[config.mk]
export PLATFORM = sky130hd
export DESIGN_NAME = load_store_unit_flat
export DESIGN_NICKNAME = d
export VERILOG_FILES = /design/src/rtl/load_store_unit_pkg.sv /design/src/rtl/load_store_unit_if.sv /design/src/rtl/load_store_unit_align.sv /design/src/rtl/load_store_unit.sv /design/src/flat_wrapper.sv
export SDC_FILE = /design/constraint.sdc
export NUM_CORES = 1
export LEC_CHECK = 0
export BUFFER_PORTS_ARGS = -buffer_cell sky130_fd_sc_hd__buf_4
export CORE_ASPECT_RATIO = 0.8
export CORE_MARGIN = 2
export CORE_UTILIZATION = 40
export DETAILED_ROUTE_END_ITERATION = 7
export PLACE_DENSITY = 0.64
export SKIP_CTS_REPAIR_TIMING = 1
export SLEW_MARGIN = 15
export SYNTH_ARGS = -nofsm -noshare
export SYNTH_HDL_FRONTEND = slang
export SYNTH_SLANG_ARGS = --single-unit
[constraint.sdc]
create_clock -name clk -period 2.6 [get_ports clk]
set_input_delay 0.13 -clock clk [delete_from_list [all_inputs] [get_ports clk]]
set_output_delay 0.13 -clock clk [all_outputs]
set_load 0.05 [all_outputs]
[src/rtl/load_store_unit_pkg.sv]
// Shared encodings for the load/store unit: RV32I funct3 widths, one-hot FSM states
// and the request legality check applied at accept time.
package load_store_unit_pkg;

    localparam int unsigned MEM_WORDS_DEFAULT = 256;

    localparam logic [2:0] F3_B  = 3'd0;
    localparam logic [2:0] F3_H  = 3'd1;
    localparam logic [2:0] F3_W  = 3'd2;
    localparam logic [2:0] F3_BU = 3'd4;
    localparam logic [2:0] F3_HU = 3'd5;

    typedef enum logic [5:0] {
        ST_IDLE = 6'b000001,
        ST_RD   = 6'b000010,
        ST_EXT  = 6'b000100,
        ST_MRG  = 6'b001000,
        ST_WR   = 6'b010000,
        ST_ERR  = 6'b100000
    } lsu_state_e;

    // True when the request must be rejected without touching the RAM.
    function automatic logic request_error(input logic        we,
                                           input logic [2:0]  funct3,
                                           input logic [31:0] addr,
                                           input int unsigned mem_words);
        logic bad_f3;
        logic misaligned;
        logic out_of_range;
        bad_f3       = (funct3 == 3'd3) || (funct3 == 3'd6) || (funct3 == 3'd7) ||
                       (we && ((funct3 == F3_BU) || (funct3 == F3_HU)));
        misaligned   = (((funct3 == F3_H) || (funct3 == F3_HU)) && addr[0]) ||
                       ((funct3 == F3_W) && (addr[1:0] != 2'b00));
        out_of_range = ({2'b00, addr[31:2]} >= mem_words);
        return bad_f3 || misaligned || out_of_range;
    endfunction

endpackage

[src/rtl/load_store_unit_if.sv]
// Core-side request/response and RAM-side port bundle of the load/store unit.
// The slave modport is the unit itself; master is whoever drives requests and models the RAM.
interface load_store_unit_if;

    logic        req_valid;
    logic        req_ready;
    logic        req_we;
    logic [2:0]  req_funct3;
    logic [31:0] req_addr;
    logic [31:0] req_wdata;
    logic        rsp_valid;
    logic [31:0] rsp_rdata;
    logic        rsp_err;
    logic [31:0] mem_addr;
    logic [31:0] mem_wdata;
    logic        mem_rw;
    logic [31:0] mem_rdata;

    modport slave (
        input  req_valid, req_we, req_funct3, req_addr, req_wdata, mem_rdata,
        output req_ready, rsp_valid, rsp_rdata, rsp_err, mem_addr, mem_wdata, mem_rw
    );

    modport master (
        output req_valid, req_we, req_funct3, req_addr, req_wdata, mem_rdata,
        input  req_ready, rsp_valid, rsp_rdata, rsp_err, mem_addr, mem_wdata, mem_rw
    );

endinterface

[src/rtl/load_store_unit_align.sv]
// Combinational sub-word datapath: load extraction with sign/zero extension, and the
// store merge that splices a byte/half into the word read back from RAM.
module load_store_unit_align
    import load_store_unit_pkg::*;
(
    input  logic [31:0] word,
    input  logic [1:0]  off,
    input  logic [2:0]  funct3,
    input  logic [15:0] wdata,
    output logic [31:0] load_data,
    output logic [31:0] merged
);

    logic [7:0]  sel_byte;
    logic [15:0] sel_half;

    always_comb begin
        sel_byte = 8'h00;
        case (off)
            2'd0: sel_byte = word[7:0];
            2'd1: sel_byte = word[15:8];
            2'd2: sel_byte = word[23:16];
            2'd3: sel_byte = word[31:24];
            default: sel_byte = 8'h00;
        endcase
        sel_half = off[1] ? word[31:16] : word[15:0];

        load_data = word;
        case (funct3)
            F3_B:    load_data = {{24{sel_byte[7]}}, sel_byte};
            F3_BU:   load_data = {24'h000000, sel_byte};
            F3_H:    load_data = {{16{sel_half[15]}}, sel_half};
            F3_HU:   load_data = {16'h0000, sel_half};
            default: load_data = word;
        endcase
    end

    // Only SB/SH reach the merge path, so any other funct3 passes the word through.
    always_comb begin
        merged = word;
        if (funct3 == F3_B) begin
            case (off)
                2'd0: merged[7:0]   = wdata[7:0];
                2'd1: merged[15:8]  = wdata[7:0];
                2'd2: merged[23:16] = wdata[7:0];
                2'd3: merged[31:24] = wdata[7:0];
                default: merged = word;
            endcase
        end else if (funct3 == F3_H) begin
            if (off[1]) begin
                merged[31:16] = wdata;
            end else begin
                merged[15:0] = wdata;
            end
        end
    end

endmodule

[src/rtl/load_store_unit.sv]
// Load/store unit between the execute stage and a word-only single-port block RAM;
// sub-word stores are done as read-modify-write.
module load_store_unit
    import load_store_unit_pkg::*;
#(
    parameter int unsigned MEM_WORDS = MEM_WORDS_DEFAULT
) (
    input  logic                  clk,
    input  logic                  resetn,
    load_store_unit_if.slave      bus
);

    lsu_state_e  state_q, state_d;
    logic        we_q;
    logic [2:0]  funct3_q;
    logic [31:0] addr_q;
    logic [31:0] wdata_q;
    logic [31:0] wbuf;
    logic        rsp_valid_q;
    logic [31:0] rsp_rdata_q;
    logic        rsp_err_q;

    logic        accept;
    logic        req_bad;
    logic [31:0] load_data;
    logic [31:0] merged;

    assign accept  = bus.req_valid && (state_q == ST_IDLE);
    assign req_bad = request_error(bus.req_we, bus.req_funct3, bus.req_addr, MEM_WORDS);

    load_store_unit_align u_align (
        .word      (bus.mem_rdata),
        .off       (addr_q[1:0]),
        .funct3    (funct3_q),
        .wdata     (wdata_q[15:0]),
        .load_data (load_data),
        .merged    (merged)
    );

    always_ff @(posedge clk or negedge resetn) begin
        if (!resetn) begin
            state_q <= ST_IDLE;
        end else begin
            state_q <= state_d;
        end
    end

    always_comb begin
        state_d = state_q;
        case (state_q)
            ST_IDLE: begin
                if (accept) begin
                    if (req_bad) begin
                        state_d = ST_ERR;
                    end else if (bus.req_we && (bus.req_funct3 == F3_W)) begin
                        state_d = ST_WR;
                    end else begin
                        state_d = ST_RD;
                    end
                end
            end
            ST_RD:   state_d = we_q ? ST_MRG : ST_EXT;
            ST_EXT:  state_d = ST_IDLE;
            ST_MRG:  state_d = ST_WR;
            ST_WR:   state_d = ST_IDLE;
            ST_ERR:  state_d = ST_IDLE;
            default: state_d = ST_IDLE;
        endcase
    end

    // Rejected requests respond on the accept edge itself; ERR is then a one-cycle
    // recovery state during which the unit is not ready.
    always_ff @(posedge clk or negedge resetn) begin
        if (!resetn) begin
            we_q        <= 1'b0;
            funct3_q    <= 3'd0;
            addr_q      <= 32'd0;
            wdata_q     <= 32'd0;
            wbuf        <= 32'd0;
            rsp_valid_q <= 1'b0;
            rsp_rdata_q <= 32'd0;
            rsp_err_q   <= 1'b0;
        end else begin
            rsp_valid_q <= 1'b0;
            if (accept) begin
                we_q     <= bus.req_we;
                funct3_q <= bus.req_funct3;
                addr_q   <= bus.req_addr;
                wdata_q  <= bus.req_wdata;
            end
            case (state_q)
                ST_IDLE: begin
                    if (accept && req_bad) begin
                        rsp_valid_q <= 1'b1;
                        rsp_err_q   <= 1'b1;
                        rsp_rdata_q <= 32'd0;
                    end
                end
                ST_EXT: begin
                    rsp_valid_q <= 1'b1;
                    rsp_err_q   <= 1'b0;
                    rsp_rdata_q <= load_data;
                end
                ST_MRG: begin
                    wbuf <= merged;
                end
                ST_WR: begin
                    rsp_valid_q <= 1'b1;
                    rsp_err_q   <= 1'b0;
                    rsp_rdata_q <= 32'd0;
                end
                default: begin
                end
            endcase
        end
    end

    assign bus.req_ready = (state_q == ST_IDLE);
    assign bus.mem_rw    = (state_q != ST_WR);
    assign bus.mem_addr  = {addr_q[31:2], 2'b00};
    assign bus.mem_wdata = (funct3_q == F3_W) ? wdata_q : wbuf;
    assign bus.rsp_valid = rsp_valid_q;
    assign bus.rsp_rdata = rsp_rdata_q;
    assign bus.rsp_err   = rsp_err_q;

endmodule

[src/flat_wrapper.sv]
// flat-port wrapper written by rule: the top's interface ports become plain ports
module load_store_unit_flat import load_store_unit_pkg::*;
#(
    parameter int unsigned MEM_WORDS = MEM_WORDS_DEFAULT
)
  (clk, resetn, bus_req_valid, bus_req_we, bus_req_funct3, bus_req_addr, bus_req_wdata, bus_mem_rdata, bus_req_ready, bus_rsp_valid, bus_rsp_rdata, bus_rsp_err, bus_mem_addr, bus_mem_wdata, bus_mem_rw);
  load_store_unit_if bus_i ();
  input  logic clk;
  input  logic resetn;
  input wire logic [$bits(bus_i.req_valid)-1:0] bus_req_valid;
  input wire logic [$bits(bus_i.req_we)-1:0] bus_req_we;
  input wire logic [$bits(bus_i.req_funct3)-1:0] bus_req_funct3;
  input wire logic [$bits(bus_i.req_addr)-1:0] bus_req_addr;
  input wire logic [$bits(bus_i.req_wdata)-1:0] bus_req_wdata;
  input wire logic [$bits(bus_i.mem_rdata)-1:0] bus_mem_rdata;
  output wire logic [$bits(bus_i.req_ready)-1:0] bus_req_ready;
  output wire logic [$bits(bus_i.rsp_valid)-1:0] bus_rsp_valid;
  output wire logic [$bits(bus_i.rsp_rdata)-1:0] bus_rsp_rdata;
  output wire logic [$bits(bus_i.rsp_err)-1:0] bus_rsp_err;
  output wire logic [$bits(bus_i.mem_addr)-1:0] bus_mem_addr;
  output wire logic [$bits(bus_i.mem_wdata)-1:0] bus_mem_wdata;
  output wire logic [$bits(bus_i.mem_rw)-1:0] bus_mem_rw;
  assign bus_i.req_valid = bus_req_valid;
  assign bus_i.req_we = bus_req_we;
  assign bus_i.req_funct3 = bus_req_funct3;
  assign bus_i.req_addr = bus_req_addr;
  assign bus_i.req_wdata = bus_req_wdata;
  assign bus_i.mem_rdata = bus_mem_rdata;
  assign bus_req_ready = bus_i.req_ready;
  assign bus_rsp_valid = bus_i.rsp_valid;
  assign bus_rsp_rdata = bus_i.rsp_rdata;
  assign bus_rsp_err = bus_i.rsp_err;
  assign bus_mem_addr = bus_i.mem_addr;
  assign bus_mem_wdata = bus_i.mem_wdata;
  assign bus_mem_rw = bus_i.mem_rw;
  load_store_unit #(.MEM_WORDS(MEM_WORDS)) u_core (.clk(clk), .resetn(resetn), .bus(bus_i));
endmodule
### Yosys cells after proc, flatten, opt, wreduce, memory -nomap -nowiden

Cells that the tools add are included.

| word-level totals | value |
|---|---|
| flip-flop bits (word level) | 140 |
| input port bits | 103 |
| output and inout port bits | 100 |
| word-level logic and storage cells | 77 |

| cells by class | value |
|---|---|
| order comparisons | 1 |
| equal/unequal tests | 22 |
| multiplexer cells | 23 |
| reductions and logical operators | 22 |

Operators with widths:

| operator | count |
|---|---|
| $mux 32 | 4 |
| $pmux 32 s4 | 1 |
| $pmux 32 s3 | 1 |
| $mux 16 | 3 |
| $mux 8 | 4 |
| $pmux 8 s4 | 1 |
| $ge 30x9->1 const B | 1 |
| $eq 3x3->1 const B | 6 |
| $pmux 6 s3 | 1 |
| $mux 6 | 2 |
| $eq 3x2->1 const B | 3 |
| $logic_or 1x1->1 | 8 |
| $eq 3x1->1 const B | 2 |
| $eq 6x1->1 const B | 1 |
| $eq 6x2->1 const B | 1 |
| $eq 6x3->1 const B | 1 |
| $eq 6x4->1 const B | 1 |
| $eq 6x5->1 const B | 1 |
| $logic_and 1x1->1 | 6 |
| $ne 6x5->1 const B | 1 |
| $mux 5 | 1 |
| $eq 2x2->1 const B | 2 |
| $mux 4 | 1 |
| $ne 2x1->1 const B | 2 |
| other kinds (9) | 13 |

### Depth between registers and ports, before layout

| logic depth | value |
|---|---|
| word-level depth | 9 |
| depth in mapped cells | 7 |
| depth with buffers taken out | 4 |

### Cells and area by module

From an unflattened synthesis, not the netlist that was laid out.

| unflattened totals | value |
|---|---|
| cells, all modules | 606 |
| area, all modules | 7392.1 µm² |

Modules (own cells, without submodules):

| module | instances | cells an instance | area each (µm²) | sequential area each (µm²) |
|---|---|---|---|---|
| load_store_unit | 1 | 401 | 6078.3 | 3504.6 |
| load_store_unit_align | 1 | 205 | 1313.8 | 0.0 |

### Least setup slack after synthesis

Ideal clock, no wire load.

| timing | value |
|---|---|
| path type | reg2reg |
| start | register u_core.addr_q[1] |
| end | register u_core.rsp_rdata_q[20] (netlist: u_core.bus.rsp_rdata[20]) |
| library setup time | 0.132 ns |
| data arrival time | 1.783 ns |
| data required time | 2.468 ns |
| setup slack | 0.685 ns |
| cell stages (with the launch flop) | 7 |
| buffers on the path | 2 |
| period minus slack after synthesis | 1.915 ns |
| cell sequence | dfrtp_1 -> mux4_2 -> buf_6 -> a221o_2 -> buf_6 -> a32oi_1 -> o21ai_1 |

| between the ends | value |
|---|---|
| word-level cells in the longest chain between the ends | 4 |
| elaborated cells on any way between the ends | 8 |
| those cells by class | eq/ne (3); mux (4); reduce/logical (1) |

RTL lines:

| element | line | RTL |
|---|---|---|
| start: declaration | load_store_unit.sv:16 | `logic [31:0] addr_q;` |
| start signal: assignment | load_store_unit.sv:88 | `addr_q <= bus.req_addr;` |
| $eq 2x2->1 (tied with other cells) | load_store_unit_align.sv:19 | `case (off)` |
| $pmux 8 s4 | load_store_unit_align.sv:19 |  |
| $pmux 32 s4 (*) | load_store_unit_align.sv:29 | `case (funct3)` |
| $pmux 32 s3 (*) | load_store_unit.sv:91 | `case (state_q)` |
| end signal: assignment | load_store_unit.sv:102 | `rsp_rdata_q <= load_data;` |
| end: declaration | load_store_unit.sv:20 | `logic [31:0] rsp_rdata_q;` |

Every way passes the cells marked *; elsewhere a longest branch is shown, timed or not.
A chain may end at the register's enable or synchronous reset.

### Final worst setup path

| timing | value |
|---|---|
| start | register u_core.funct3_q[2] |
| end | output port bus_mem_wdata[5] |

| between the ends | value |
|---|---|
| word-level cells in the longest chain between the ends | 2 |

RTL lines:

| element | line | RTL |
|---|---|---|
| start: declaration | load_store_unit.sv:15 | `logic [2:0] funct3_q;` |
| start signal: assignment | load_store_unit.sv:87 | `funct3_q <= bus.req_funct3;` |
| $eq 3x2->1 | load_store_unit.sv:121 | `assign bus.mem_wdata = (funct3_q == F3_W) ? wdata_q : wbuf;` |
| $mux 32 | load_store_unit.sv:121 |  |
| end: declaration | flat_wrapper.sv:21 | `output wire logic [$bits(bus_i.mem_wdata)-1:0] bus_mem_wdata;` |

Every way passes these cells.

==> results.md <==
- Run status: finished, final reports clean
- Routed WL: 23.1 mm
- CP cell instances: nor2_1, and2_1, buf_12, mux2_1, buf_4
- Count of different cell masters after synthesis: 47
- Crit path required time: 2470 ps
- Final worst setup slack: approximately 310 ps
- Drt pass-1 iters: 5
- Crit-path slowest cell: dfrtp_1
- Flop2flop setup slack: 350 ps
- Switching part of the total: about a third
- Worst-path fanout max: 32
- Final hold viol count: 0
- Commonest cells after routing, fill and taps aside: 215 x buf_4, 139 x dfrtp_1, 106 x mux2_1
- FF-to-FF End: u_core.bus.rsp_rdata[7]
- Synth warn: 0
- DRC marker count from the first detailed-route iteration: 432
- Die area: 20,100 um^2
- PwrDens: 727 nW/um^2
- Gr ovfl total: 0
- Delay-heaviest family, CP: flip-flops
- CTS tree: yes
- Actual slew at the worst max-slew pin: roughly 760 ps
- Core Area: 18,300 um^2
- VDD IR max: 0.499 mV
- WP buf/inv: 2
- Antenna viol nets, final: 0
- Routed vias/inst: ~5.5
- Clock root buffer: clkbuf_16
- Share of cells above drive strength 1: between 20% and 30%
- Placement Setup Slack: 332 ps
- Die Width: 158 um
- Setup violators final: 0
- Vias in the first global route: 6,056
- Synthesized area per cell: 10.9 um^2
- Global placer's final weighted congestion: 0.879
- Crit path DAT: 2160 ps
- DR vias: 6,429
- Register bit total from synthesis: 140
- Startpoint Class: flip-flop
- Tcrit/Tclk final: 87.9%
- Final sum of negative setup slack: 0 ps
- Post-synth EDFFs: 0
- Crit end category: output port
- Net Switching: 2.64 mW
- Post-synth top area share: 45.9%
- Area Overhead vs Synth: 38.1%
- Reg power frac: 35.0%
- Setup CP Type: flip-flop to output port
- Mapped Cells: 693
- Clk_skew: 8.59 ps
- R2r startpoint: u_core.state_q[1]
- Min-delay worst type: primary input to flip-flop
- Seq/Total Area, Yosys: around 46%
- I/O Buffers: 200
- CTS max path bufs: 2
- Largest net degree at the start of global routing: 73
- Filler cells: 1,529
- Max Transition Viols Final: 0
- Initial antenna violation count: 0
- Clock Sinks: 140
- Die Y: 127 um
- Starting density of the core: 41.3%
- Total leakage power: 4.43 nW
- Std-Cell Rows: 44
- Hold Startpoint: bus_mem_rdata[7]
- I/O pin total: 203
- Clk slew on worst S/H paths: 60 ps
- Asr flop ratio synth: 100%
- Detail Placement HPWL: 15.7 mm
- Hold Path Stages: 3
- Ys flop type: dfrtp_1
- Synthesized cell area: 7570 um^2
- Cell-internal power: 4.96 mW
- First-pass GRT wire length: 34.3 mm
- CP max stage delay: about 530 ps
- Max cap viols: 0
- Slew headroom: 49.3%
- Clk pwr share: 34.5%
- DRC errors left: 0
- H-tree levels: 4
- Gr usage total: 22.1%
- Most common cell after layout, fill and taps aside: buf_4
- Clock Latency Late Sink: ~420 ps
- Top cell type by total area after synthesis: dfrtp_1
- Ant diodes: 0
- Cells on worst reg2reg path: 5
- Min cycle time layout: 2290 ps
- WL/cell: 19.6 um
- RSZ-0062 raised after global routing: false
- Synth area leaders: dfrtp_1 46%, mux2_1 16%, buf_4 3.2%
- Nets: 1,016
- Fmax: 437 MHz
- Comb pwr share: 30.5%
- Hold EP: u_core.wbuf[7]
- Inserted Clock Buffers: 17
==> logic make-up (layout without fill, tap and decap cells) <==
group	count (synthesis)	count (layout)	synth area share (%)
simple gates	192	192	13.2
flops	140	140	46.3
compound gates	136	136	13.3
mux	132	132	20.6
buf+inv	90	322	6.44
xor+xnor	2	2	0.231
other cells	1	2	0.0495
==> registers in the layout, indices dropped and copies added, names as in the netlist <==
register	flops
u_core.funct3_q	3
u_core.addr_q	32
u_core.wbuf	32
u_core.wdata_q	32
u_core.state_q	6
u_core.bus.rsp_err	1
u_core.bus.rsp_rdata	32
u_core.bus.rsp_valid	1
u_core.we_q	1
==> per-stage QoR <==
step | instances | hold WS [ps] | cell area (um^2) | util, % | power, mW
CTS | 1109 | -405 | 9760 | 53.2 | 7.54
detailed placement | 1077 | 43.0 | 9120 | 49.7 | 4.91
floorplan | 694 | -166 | 7580 | - | 4.32
global placement | 1077 | 47.1 | 9120 | 49.7 | 4.90
finish | 1179 | 40.5 | 10500 | 57.0 | 7.60
global route | 1179 | 40.7 | 10500 | 57.0 | 7.89
==> worst reg2reg max path, delay by kind of cell, from the launching register on <==
family	cells	cell delay, ps
buf+inv	1	210
simple gates	2	860
compound gates	2	680
flops	1	430
==> cell type report <==
cell class | count | area (um^2) | share of cell area, %
multi-input combinational | 464 | 3590 | 34.4
sequential | 140 | 3500 | 33.5
timing repair buffer | 290 | 2410 | 23.0
clock buffer | 21 | 480 | 4.59
tap | 253 | 317 | 3.03
clock inverter | 11 | 156 | 1.50
==> synth_stat cells (3+ instances only) <==
master / n
mux2i_1: 16
nor2_1: 21
nor4_1: 7
buf_2: 12
nand3_1: 4
buf_4: 32
mux4_2: 8
nor3_1: 35
dfrtp_1: 139
buf_1: 3
mux2_1: 106
nand2_1: 63
and3_1: 9
o22ai_1: 25
a221o_1: 8
a311o_1: 8
o21ai_1: 43
a32oi_1: 24
nor2b_1: 37
a2111oi_2: 7
o31ai_1: 16
clkbuf_1: 41
==> power groups by stage <==
stage,Combinational [mW],Sequential [mW],Clock (mW)
final,2.32,2.66,2.62
after global routing,2.46,2.69,2.75
after CTS,2.23,2.65,2.65
after detailed placement,2.23,2.69,0
after global placement,2.21,2.68,0
after floorplan,1.72,2.60,0
==> worst max path at each step <==
stage          cells after the start                  endpoint  slack [ps]          startpoint
2_1_floorplan                      6  u_core.bus.rsp_rdata[20]         680    u_core.addr_q[1]
3_3_place_gp                       5   u_core.bus.rsp_rdata[7]         210   u_core.state_q[1]
3_5_place_dp                       5   u_core.bus.rsp_rdata[7]         330   u_core.state_q[1]
4_1_cts                            5   u_core.bus.rsp_rdata[7]         280   u_core.state_q[1]
5_1_grt                            5  u_core.bus.rsp_rdata[28]         210   u_core.state_q[1]
6_report                           5          bus_mem_wdata[5]         310  u_core.funct3_q[2]
==> metal layers <==
| layer | GRT usage [%] | share of wire, % | routed length, um |
|---|---|---|---|
| met1 | 31.5 | 45 | 10400 |
| met2 | 32.9 | 46 | 10500 |
| met3 | 6.68 | 8.3 | 1910 |
| met4 | 6.04 | 1.4 | 322 |
| met5 | 0 | 0 | 0 |
No activity file was read; power rests on OpenSTA's default activity.
